**config.mk**
```make
export PLATFORM = sky130hd
export DESIGN_NAME = uart16750_host_ctrl
export DESIGN_NICKNAME = d
export VERILOG_FILES = /design/src/rtl/uart_host_pkg.sv /design/src/rtl/uart_host_cfg_rom.sv /design/src/rtl/uart16750_host_ctrl.sv
export SDC_FILE = /design/constraint.sdc
export NUM_CORES = 1
export LEC_CHECK = 0
export ABC_AREA = 1
export CAP_MARGIN = 10
export CORE_ASPECT_RATIO = 1.25
export CORE_MARGIN = 5
export CORE_UTILIZATION = 40
export CTS_CLUSTER_SIZE = 10
export DETAILED_ROUTE_END_ITERATION = 6
export HOLD_SLACK_MARGIN = 0.06
export PLACE_DENSITY = 0.75
export SLEW_MARGIN = 25
export SYNTH_ARGS = -nofsm -noshare
export SYNTH_HDL_FRONTEND = slang
export SYNTH_SLANG_ARGS = --single-unit
export TNS_END_PERCENT = 50
```
**constraint.sdc**
```tcl
create_clock -name clk_33M -period 4.5 [get_ports clk_33M]
set_clock_uncertainty 0.05 [all_clocks]
set_input_delay 0.9 -clock clk_33M [delete_from_list [all_inputs] [get_ports clk_33M]]
set_output_delay 0.9 -clock clk_33M [all_outputs]
set_load 0.02 [all_outputs]
```
**src/rtl/uart_host_pkg.sv**
```systemverilog
// ============================================================================
// uart_host_pkg : shared constants and FSM states for uart16750_host_ctrl.
// Config macro  : UART_HOST_LOOPBACK_EN adds an MCR loop-mode write to CFG.
// Revision      : 1.0
// ============================================================================
`default_nettype none

package uart_host_pkg;

    localparam logic [2:0] c_ADDR_RBR = 3'd0;
    localparam logic [2:0] c_ADDR_THR = 3'd0;
    localparam logic [2:0] c_ADDR_DLL = 3'd0;
    localparam logic [2:0] c_ADDR_IER = 3'd1;
    localparam logic [2:0] c_ADDR_DLM = 3'd1;
    localparam logic [2:0] c_ADDR_FCR = 3'd2;
    localparam logic [2:0] c_ADDR_LCR = 3'd3;
    localparam logic [2:0] c_ADDR_MCR = 3'd4;
    localparam logic [2:0] c_ADDR_LSR = 3'd5;

    localparam int c_LSR_DR   = 0;
    localparam int c_LSR_OE   = 1;
    localparam int c_LSR_THRE = 5;

    localparam logic [7:0] c_DLAB_MASK = 8'h80;
    localparam logic [7:0] c_MCR_LOOP  = 8'h10;

`ifdef UART_HOST_LOOPBACK_EN
    localparam logic [2:0] c_CFG_COUNT = 3'd7;
`else
    localparam logic [2:0] c_CFG_COUNT = 3'd6;
`endif

    typedef enum logic [2:0] {
        ST_CFG    = 3'd0,
        ST_IDLE   = 3'd1,
        ST_LSR_RD = 3'd2,
        ST_DECIDE = 3'd3,
        ST_RBR_RD = 3'd4,
        ST_THR_WR = 3'd5,
        ST_GAP    = 3'd6
    } state_t;

endpackage

`default_nettype wire

```
**src/rtl/uart_host_cfg_rom.sv**
```systemverilog
// ============================================================================
// uart_host_cfg_rom : index -> (address, data) table of the power-up writes.
// Config macro      : UART_HOST_LOOPBACK_EN appends entry 6 (MCR loop mode).
// Revision          : 1.0
// ============================================================================
`default_nettype none

module uart_host_cfg_rom
    import uart_host_pkg::*;
#(
    parameter logic [15:0] DIVISOR = 16'h0011,
    parameter logic [7:0]  LCR_VAL = 8'h03,
    parameter logic [7:0]  FCR_VAL = 8'h81,
    parameter logic [7:0]  IER_VAL = 8'h01
) (
    input  logic [2:0] i_idx,
    output logic [2:0] o_addr,
    output logic [7:0] o_data
);

    always_comb begin
        o_addr = 3'd0;
        o_data = 8'h00;
        case (i_idx)
            3'd0: begin o_addr = c_ADDR_LCR; o_data = c_DLAB_MASK | LCR_VAL; end
            3'd1: begin o_addr = c_ADDR_DLL; o_data = DIVISOR[7:0];          end
            3'd2: begin o_addr = c_ADDR_DLM; o_data = DIVISOR[15:8];         end
            3'd3: begin o_addr = c_ADDR_LCR; o_data = LCR_VAL;               end
            3'd4: begin o_addr = c_ADDR_FCR; o_data = FCR_VAL;               end
            3'd5: begin o_addr = c_ADDR_IER; o_data = IER_VAL;               end
`ifdef UART_HOST_LOOPBACK_EN
            3'd6: begin o_addr = c_ADDR_MCR; o_data = c_MCR_LOOP;            end
`endif
            default: begin o_addr = 3'd0; o_data = 8'h00; end
        endcase
    end

endmodule

`default_nettype wire

```
**src/rtl/uart16750_host_ctrl.sv**
```systemverilog
// ============================================================================
// uart16750_host_ctrl : configures a uart_16750 after reset, then polls LSR to
// move RX bytes to a valid/ready stream and TX bytes from one into THR.
// Config macro        : UART_HOST_LOOPBACK_EN (MCR loop mode during CFG).
// Revision            : 1.0
// ============================================================================
`default_nettype none

module uart16750_host_ctrl
    import uart_host_pkg::*;
#(
    parameter logic [15:0] DIVISOR = 16'h0011,
    parameter logic [7:0]  LCR_VAL = 8'h03,
    parameter logic [7:0]  FCR_VAL = 8'h81,
    parameter logic [7:0]  IER_VAL = 8'h01
) (
    input  logic       clk_33M,
    input  logic       rstn,
    input  logic [7:0] tx_data,
    input  logic       tx_valid,
    output logic       tx_ready,
    output logic [7:0] rx_data,
    output logic       rx_valid,
    input  logic       rx_ready,
    output logic       rx_overrun,
    output logic       cfg_done,
    output logic       uart_cs,
    output logic       uart_wr,
    output logic       uart_rd,
    output logic [2:0] uart_addr,
    output logic [7:0] uart_din,
    input  logic [7:0] uart_dout,
    input  logic       uart_int
);

    state_t     r_state;
    logic [2:0] r_idx;
    logic [3:0] r_poll;
    logic       r_lsr_dr, r_lsr_oe, r_lsr_thre;
    logic [7:0] r_hold;
    logic       r_hold_full;
    logic       r_gap_thr;
    logic       r_cs, r_wr, r_rd;
    logic [2:0] r_addr;
    logic [7:0] r_din;
    logic       r_tx_ready, r_rx_valid, r_rx_ovr, r_cfg_done;
    logic [7:0] r_rx_data;

    logic [2:0] w_rom_addr;
    logic [7:0] w_rom_data;
    logic       w_poll_due;
    logic       w_poll_start;

    uart_host_cfg_rom #(
        .DIVISOR (DIVISOR),
        .LCR_VAL (LCR_VAL),
        .FCR_VAL (FCR_VAL),
        .IER_VAL (IER_VAL)
    ) u_cfg_rom (
        .i_idx  (r_idx),
        .o_addr (w_rom_addr),
        .o_data (w_rom_data)
    );

    // Free-running poll timer keeps LSR sampled even while RX output is stalled.
    always_ff @(posedge clk_33M or negedge rstn) begin
        if (!rstn) r_poll <= 4'd0;
        else       r_poll <= r_poll + 4'd1;
    end

    assign w_poll_due   = &r_poll;
    assign w_poll_start = !r_rx_valid || r_hold_full || uart_int || w_poll_due;

    always_ff @(posedge clk_33M or negedge rstn) begin
        if (!rstn) begin
            r_state     <= ST_CFG;
            r_idx       <= 3'd0;
            r_lsr_dr    <= 1'b0;
            r_lsr_oe    <= 1'b0;
            r_lsr_thre  <= 1'b0;
            r_hold      <= 8'h00;
            r_hold_full <= 1'b0;
            r_gap_thr   <= 1'b0;
            r_cs        <= 1'b0;
            r_wr        <= 1'b0;
            r_rd        <= 1'b0;
            r_addr      <= 3'd0;
            r_din       <= 8'h00;
            r_tx_ready  <= 1'b0;
            r_rx_valid  <= 1'b0;
            r_rx_data   <= 8'h00;
            r_rx_ovr    <= 1'b0;
            r_cfg_done  <= 1'b0;
        end else begin
            r_rx_ovr <= 1'b0;

            if (tx_valid && r_tx_ready) begin
                r_hold      <= tx_data;
                r_hold_full <= 1'b1;
                r_tx_ready  <= 1'b0;
            end

            if (r_rx_valid && rx_ready)
                r_rx_valid <= 1'b0;

            case (r_state)
                // Alternates strobe / gap; the index advances on each gap.
                ST_CFG: begin
                    if (r_cs) begin
                        r_cs  <= 1'b0;
                        r_wr  <= 1'b0;
                        r_idx <= r_idx + 3'd1;
                    end else if (r_idx == c_CFG_COUNT) begin
                        r_cfg_done <= 1'b1;
                        r_tx_ready <= 1'b1;
                        r_state    <= ST_IDLE;
                    end else begin
                        r_cs   <= 1'b1;
                        r_wr   <= 1'b1;
                        r_addr <= w_rom_addr;
                        r_din  <= w_rom_data;
                    end
                end
                ST_IDLE: begin
                    if (w_poll_start) begin
                        r_cs    <= 1'b1;
                        r_rd    <= 1'b1;
                        r_addr  <= c_ADDR_LSR;
                        r_state <= ST_LSR_RD;
                    end
                end
                ST_LSR_RD: begin
                    r_lsr_dr   <= uart_dout[c_LSR_DR];
                    r_lsr_oe   <= uart_dout[c_LSR_OE];
                    r_lsr_thre <= uart_dout[c_LSR_THRE];
                    r_cs       <= 1'b0;
                    r_rd       <= 1'b0;
                    r_state    <= ST_DECIDE;
                end
                // Bus is idle here, which doubles as the gap after the LSR read.
                ST_DECIDE: begin
                    r_rx_ovr <= r_lsr_oe;
                    if (r_lsr_dr && !r_rx_valid) begin
                        r_cs    <= 1'b1;
                        r_rd    <= 1'b1;
                        r_addr  <= c_ADDR_RBR;
                        r_state <= ST_RBR_RD;
                    end else if (r_lsr_thre && r_hold_full) begin
                        r_cs    <= 1'b1;
                        r_wr    <= 1'b1;
                        r_addr  <= c_ADDR_THR;
                        r_din   <= r_hold;
                        r_state <= ST_THR_WR;
                    end else begin
                        r_state <= ST_IDLE;
                    end
                end
                ST_RBR_RD: begin
                    r_rx_data  <= uart_dout;
                    r_rx_valid <= 1'b1;
                    r_cs       <= 1'b0;
                    r_rd       <= 1'b0;
                    r_gap_thr  <= 1'b0;
                    r_state    <= ST_GAP;
                end
                ST_THR_WR: begin
                    r_cs      <= 1'b0;
                    r_wr      <= 1'b0;
                    r_gap_thr <= 1'b1;
                    r_state   <= ST_GAP;
                end
                ST_GAP: begin
                    if (r_gap_thr) begin
                        r_hold_full <= 1'b0;
                        r_tx_ready  <= 1'b1;
                    end
                    r_gap_thr <= 1'b0;
                    r_state   <= ST_IDLE;
                end
                default: r_state <= ST_IDLE;
            endcase
        end
    end

    assign uart_cs    = r_cs;
    assign uart_wr    = r_wr;
    assign uart_rd    = r_rd;
    assign uart_addr  = r_addr;
    assign uart_din   = r_din;
    assign tx_ready   = r_tx_ready;
    assign rx_valid   = r_rx_valid;
    assign rx_data    = r_rx_data;
    assign rx_overrun = r_rx_ovr;
    assign cfg_done   = r_cfg_done;

endmodule

`default_nettype wire

```
==> flow_metrics.tcl, run 1 <==
set metrics [dict create \
    grt_pass1_vias 1670 \
    synth_top_cell_by_area "dfrtp_1" \
    crit_buf_inv 1 \
    cts_tree "yes" \
    report.final.slew_viol_count 0 \
    synth_top_area_share_pct 52.9 \
    area_delta_synth_final_pct 25.9 \
    portBuffers 46 \
    postCtsSetupRepairBufs 0 \
    crit_chain "clkdlybuf4s50_1" \
    drtPass1Iterations 4 \
    timing.final.crit_share_pct 51.3 \
    fp.coreArea_mm2 0.00570 \
    cp.required_ps 3550 \
    rsz0062_at_grt "false" \
    async_flop_share_pct 100 \
    synth_edf_count 0 \
    die-area_mm2 0.00743 \
    wirelength_mm 4.52 \
    max_clock_freq_mhz 433 \
    diodes 0 \
    grt-ovfl-total 0 \
    setup_viol 0 \
    clockBufferDepth 2 \
    fin_setup_tns_ps 0 \
    reg2reg_slack_ps 2770 \
    endpoint_kind "output pin" \
    yosys_warnings 0 \
    dr.max_layer_used "met4" \
    holdBufCountCts 0 \
    cts_resized 0 \
    drt-initial-drc-count 48 \
    netlist_top_cells_count "nand2_1, dfrtp_1, inv_1" \
    dr_wl_met3_um 222 \
    numClockSinks 49 \
    clkLatencyLatePin_ps 300 \
    path_clk_slew_ps 100 \
    status "finished, final reports clean" \
    hold_viol 0 \
    synth_area_mm2 0.00232 \
    dp_hpwl_mm 3.36 \
    final_nets 317 \
    crit_arrival_ps 1360 \
    worst_slew_pin_slew_ps 604 \
    p_leak_uw 0.00142 \
    total_power_uw 2120 \
    ys_ff_latch 49 \
    seq_area_frac_synth_pct 52.9 \
    synthFlopType "dfrtp_1" \
    drive_above_1_share_pct 14.8 \
    worstPathMaxFanout 5 \
    wl_met2_mm 2.30 \
    synth.area.top_cells "dfrtp_1, nand2_1, mux2_2" \
    criticalPathCategory "register to output pin" \
    syn_area_per_cell_um2 9.66 \
    drt.antenna.violating_nets 0 \
    io_pins 47 \
    wl_met1_mm 1.94 \
    slew_headroom_pct 59.8 \
    num_vias 1691 \
    grt_max_degree 50 \
    synth.most_common_cell "nand2_1" \
    cpLargestDelayFamily "buffers and inverters" \
    antenna_found_initial 0 \
    synth_cell_types 26 \
    start_kind "register" \
    whs_ps 419 \
    critical-path-slowest-cell "clkdlybuf4s50_1" \
    drc 0 \
    die_x_um 78.1 \
    cp_slowest_stage_delay_ps 630 \
    syn_inst 240 \
    track_usage_pct 12.9 \
    ir_worst_vdd_v 0.000424 \
    cts_buffers 5 \
    row_count 31 \
    wl_per_cell_um 12.7 \
    hold_class "register to register" \
    powerDensity_mw_per_mm2 728 \
    cts_max_level 2 \
    gp_congestion 0.851 \
    syn_nets 268 \
    start_util_pct 40.7 \
    die_h_um 95.1 \
    viasPerCell 4.75 \
    finalCriticalPeriod_ps 2310 \
    grt_pass1_wl_mm 7.65 \
    cap_violations 0 \
    root_buffer "clkbuf_8" \
]
==> power by group <==
group          leakage, uW  internal (uW)  switching (uW)
Combinational     0.000758            447             594
Clock            0.0000585            167             151
Sequential        0.000606            629             136
Total              0.00142           1240             881
==> through the flow <==
step           util [%]  area, um2  setup WS, ps  std cells
5_1_grt            51.2       2920          2140        356
2_1_floorplan         -       2320          2840        240
3_5_place_dp       49.2       2810          2280        348
4_1_cts            51.2       2920          2160        356
6_report           51.2       2920          2190        356
3_3_place_gp       49.2       2800          2320        348
==> cell type report <==
| type | count | area (um2) |
|---|---|---|
| Fill cell | 537 | 2780 |
| Sequential cell | 49 | 1230 |
| Multi-Input combinational cell | 160 | 937 |
| Timing Repair Buffer | 46 | 458 |
| Inverter | 27 | 101 |
| Tap cell | 66 | 82.6 |
| Clock buffer | 5 | 68.8 |
| Clock inverter | 3 | 43.8 |
==> per-layer routing <==
layer  up-vias  GRT usage [%]
met5         -              0
met3         6           3.50
li1        860              -
met1       794           15.7
met4         0           4.65
met2        31           22.0
==> final timing paths <==
| path | from | end | cells after the start |
|---|---|---|---|
| worst max-delay path | uart_cs$_DFFE_PN0P_ | uart_cs | 1 |
| worst min-delay path | cfg_done$_DFFE_PN0P_ | cfg_done$_DFFE_PN0P_ | 2 |
| worst min register to register | cfg_done$_DFFE_PN0P_ | cfg_done$_DFFE_PN0P_ | 2 |
| min in group asynchronous | rstn | uart_din[4]$_DFFE_PN0P_ | 1 |
| worst max register to register | r_state[2]$_DFFE_PN0P_ | uart_din[7]$_DFFE_PN0P_ | 8 |
| max in group asynchronous | rstn | r_state[0]$_DFFE_PN0P_ | 1 |
==> flip-flops by register name, summed over array words and instances, names as in the netlist, 3 cells and up <==
register and flops:
r_hold 8, rx_data 8, uart_din 8, r_poll 4
r_idx 3, r_state 3, uart_addr 3
==> layout by cell type (no fill, tap or decap) <==
| master | instances |
|---|---|
| clkinv_2 | 1 |
| a31oi_1 | 1 |
| o21ai_2 | 4 |
| mux2_4 | 2 |
| o211ai_1 | 1 |
| inv_6 | 1 |
| a21oi_1 | 7 |
| nand3_4 | 2 |
| clkbuf_8 | 5 |
| mux2i_1 | 1 |
| xnor2_1 | 1 |
| nand2_1 | 63 |
| nor2_2 | 2 |
| o21ai_0 | 13 |
| ha_1 | 7 |
| inv_1 | 24 |
| clkdlybuf4s50_1 | 45 |
| nand2_2 | 7 |
| nand2_4 | 3 |
| dfrtp_1 | 49 |
| nor2_1 | 14 |
| nand3_2 | 1 |
| bufinv_16 | 1 |
| buf_4 | 1 |
| mux2_2 | 10 |
| nand3_1 | 17 |
| nor3_1 | 1 |
| inv_2 | 3 |
| a22oi_1 | 1 |
| xor2_1 | 2 |
==> kinds of logic (layout without fill, tap and decap cells) <==
group	Yosys count	count (layout)	share of synthesized area, %
AOI/OAI and AO/OA	27	27	6.75
xor gates and xnor gates	3	3	1.13
and+or+nand+nor	110	110	22.2
DFF	49	49	52.9
adders and majority gates	7	7	3.78
muxes	13	13	6.58
buffers and inverters	31	81	6.69
No activity file was read; power rests on OpenSTA's default activity.
==> run 2: changes to the inputs <==
- clock period: 4.5 -> 2.3 ns (I/O delays scaled with it)
==> run 2 against run 1 <==
Sequential share of layout area did not move. Sequential cell count unchanged. Hold slack worse by 340 ps. Combinational power increased by 95%. Cell count grew 0.28%. Final area did not move.
==> flow_metrics.tcl, run 2 (synthesis gave the netlist of run 1 again) <==
set metrics [dict create \
    timing.final.crit_share_pct 81.3 \
    cts_tree "yes" \
    p_int_uw 2330 \
    cts_max_level 2 \
    cts_resized 0 \
    worst_slew_pin_slew_ps 365 \
    cts_buffers 5 \
    r2r_start "r_state[2]$_DFFE_PN0P_" \
    power_frac_clock_pct 12.9 \
    nFillCells 547 \
    grt_pass1_wl_mm 7.87 \
    crit_arrival_ps 1360 \
    criticalPathCategory "register to output pin" \
    postCtsSetupRepairBufs 0 \
    gp_congestion 0.842 \
    wl_per_cell_um 12.5 \
    final_nets 318 \
    area_delta_synth_final_pct 25.9 \
    setup_viol 0 \
    critical-path-slowest-cell "clkdlybuf4s50_1" \
    grt_busiest_layer "met2" \
    io_pins 47 \
    crit_buf_inv 1 \
    cp.required_ps 1790 \
    slew_headroom_pct 75.6 \
    p_seq_share_pct 36.9 \
    cp_slowest_stage_delay_ps 640 \
    reg2reg_slack_ps 570 \
    start_util_pct 40.7 \
    holdBufCountCts 0 \
    ir_worst_vdd_v 0.000628 \
    p_sw_share_pct 42.6 \
    antenna_found_initial 0 \
    crit_start "uart_cs$_DFFE_PN0P_" \
    status "finished, final reports clean" \
    rsz0062_at_grt "false" \
    hold_class "input port to asynchronous set/reset pin" \
    fin_setup_tns_ps 0 \
    portBuffers 46 \
    path_clk_slew_ps 90 \
    track_usage_pct 13.1 \
    whs_ps 75.1 \
    die-area_mm2 0.00743 \
    layout_commonest_cell "nand2_1" \
    drt.antenna.violating_nets 0 \
    worstPathMaxFanout 5 \
    row_count 31 \
    use_met2_pct 22.0 \
    clockBufferDepth 2 \
    total_power_uw 4060 \
    wirelength_mm 4.46 \
    die_x_um 78.1 \
    crit_chain "clkdlybuf4s50_1" \
    viasPerCell 4.79 \
    numClockSinks 49 \
    drt-initial-drc-count 52 \
    drive_above_1_share_pct 15.1 \
    endpoint_kind "output pin" \
    cpLargestDelayFamily "buffers and inverters" \
    num_vias 1710 \
    finalCriticalPeriod_ps 1870 \
    dp_hpwl_mm 3.32 \
    grt_pass1_vias 1720 \
    diodes 0 \
    grt-ovfl-total 0 \
    multi_input_area_um2 937 \
    drc 0 \
    report.final.slew_viol_count 0 \
    regArea_mm2 0.00123 \
    max_clock_freq_mhz 535 \
    use_met3_pct 3.50 \
    clkLatencyLatePin_ps 300 \
    grt_max_degree 50 \
    start_kind "register" \
    drtPass1Iterations 4 \
    gr-usage-met1_pct 16.4 \
    root_buffer "clkbuf_8" \
    hold_viol 0 \
    fp.coreArea_mm2 0.00570 \
    cap_violations 0 \
    p_leak_uw 0.00141 \
    die_h_um 95.1 \
    pwr-share-comb_pct 50.1 \
    layout_common_cells "nand2_1, dfrtp_1, clkdlybuf4s50_1" \
    finish.utilization_pct 51.2 \
    switchingPower_uw 1730 \
    powerDensity_mw_per_mm2 1390 \
]
## run 2: path summary, 6_finish.rpt
check | endpoint | cells after the start
worst min register to register | r_poll[0]$_DFF_PN0_ | 1
worst max register to register | uart_din[1]$_DFFE_PN0P_ | 8
worst max-delay path | uart_cs | 1
min in group clk_33M | r_poll[0]$_DFF_PN0_ | 1
max in group asynchronous | uart_din[7]$_DFFE_PN0P_ | 2
worst min-delay path | uart_addr[0]$_DFFE_PN0P_ | 2
## run 2: routing by layer
layer	up-vias	routed length (um)
li1	866	-
met2	34	2240
met3	7	233
met1	803	1900
met5	-	0
met4	0	79
## run 2: through the flow
| step | cell area, um2 | std cells | setup WS [ps] |
|---|---|---|---|
| 4_1_cts | 2920 | 357 | 402 |
| 3_3_place_gp | 2820 | 349 | 563 |
| 5_1_grt | 2920 | 357 | 356 |
| 3_5_place_dp | 2820 | 349 | 550 |
| 6_report | 2920 | 357 | 429 |
| 2_1_floorplan | 2320 | 240 | 819 |
## run 2: final cells by class
type,instances,area share (%)
Timing Repair Buffer,47,16.3
Clock buffer,5,2.36
Sequential cell,49,42.0
Inverter,27,3.47
Multi-Input combinational cell,160,32.1
Clock inverter,3,0.901
Tap cell,66,2.83
## run 2: power by group through the flow
stage                     Sequential [uW]  Clock (uW)  Combinational, uW
after floorplan                      1690           0               1260
after global placement               1500           0               2020
after detailed placement             1520           0               2060
after CTS                            1500         545               2070
after global routing                 1560         580               2280
final                                1500         525               2030
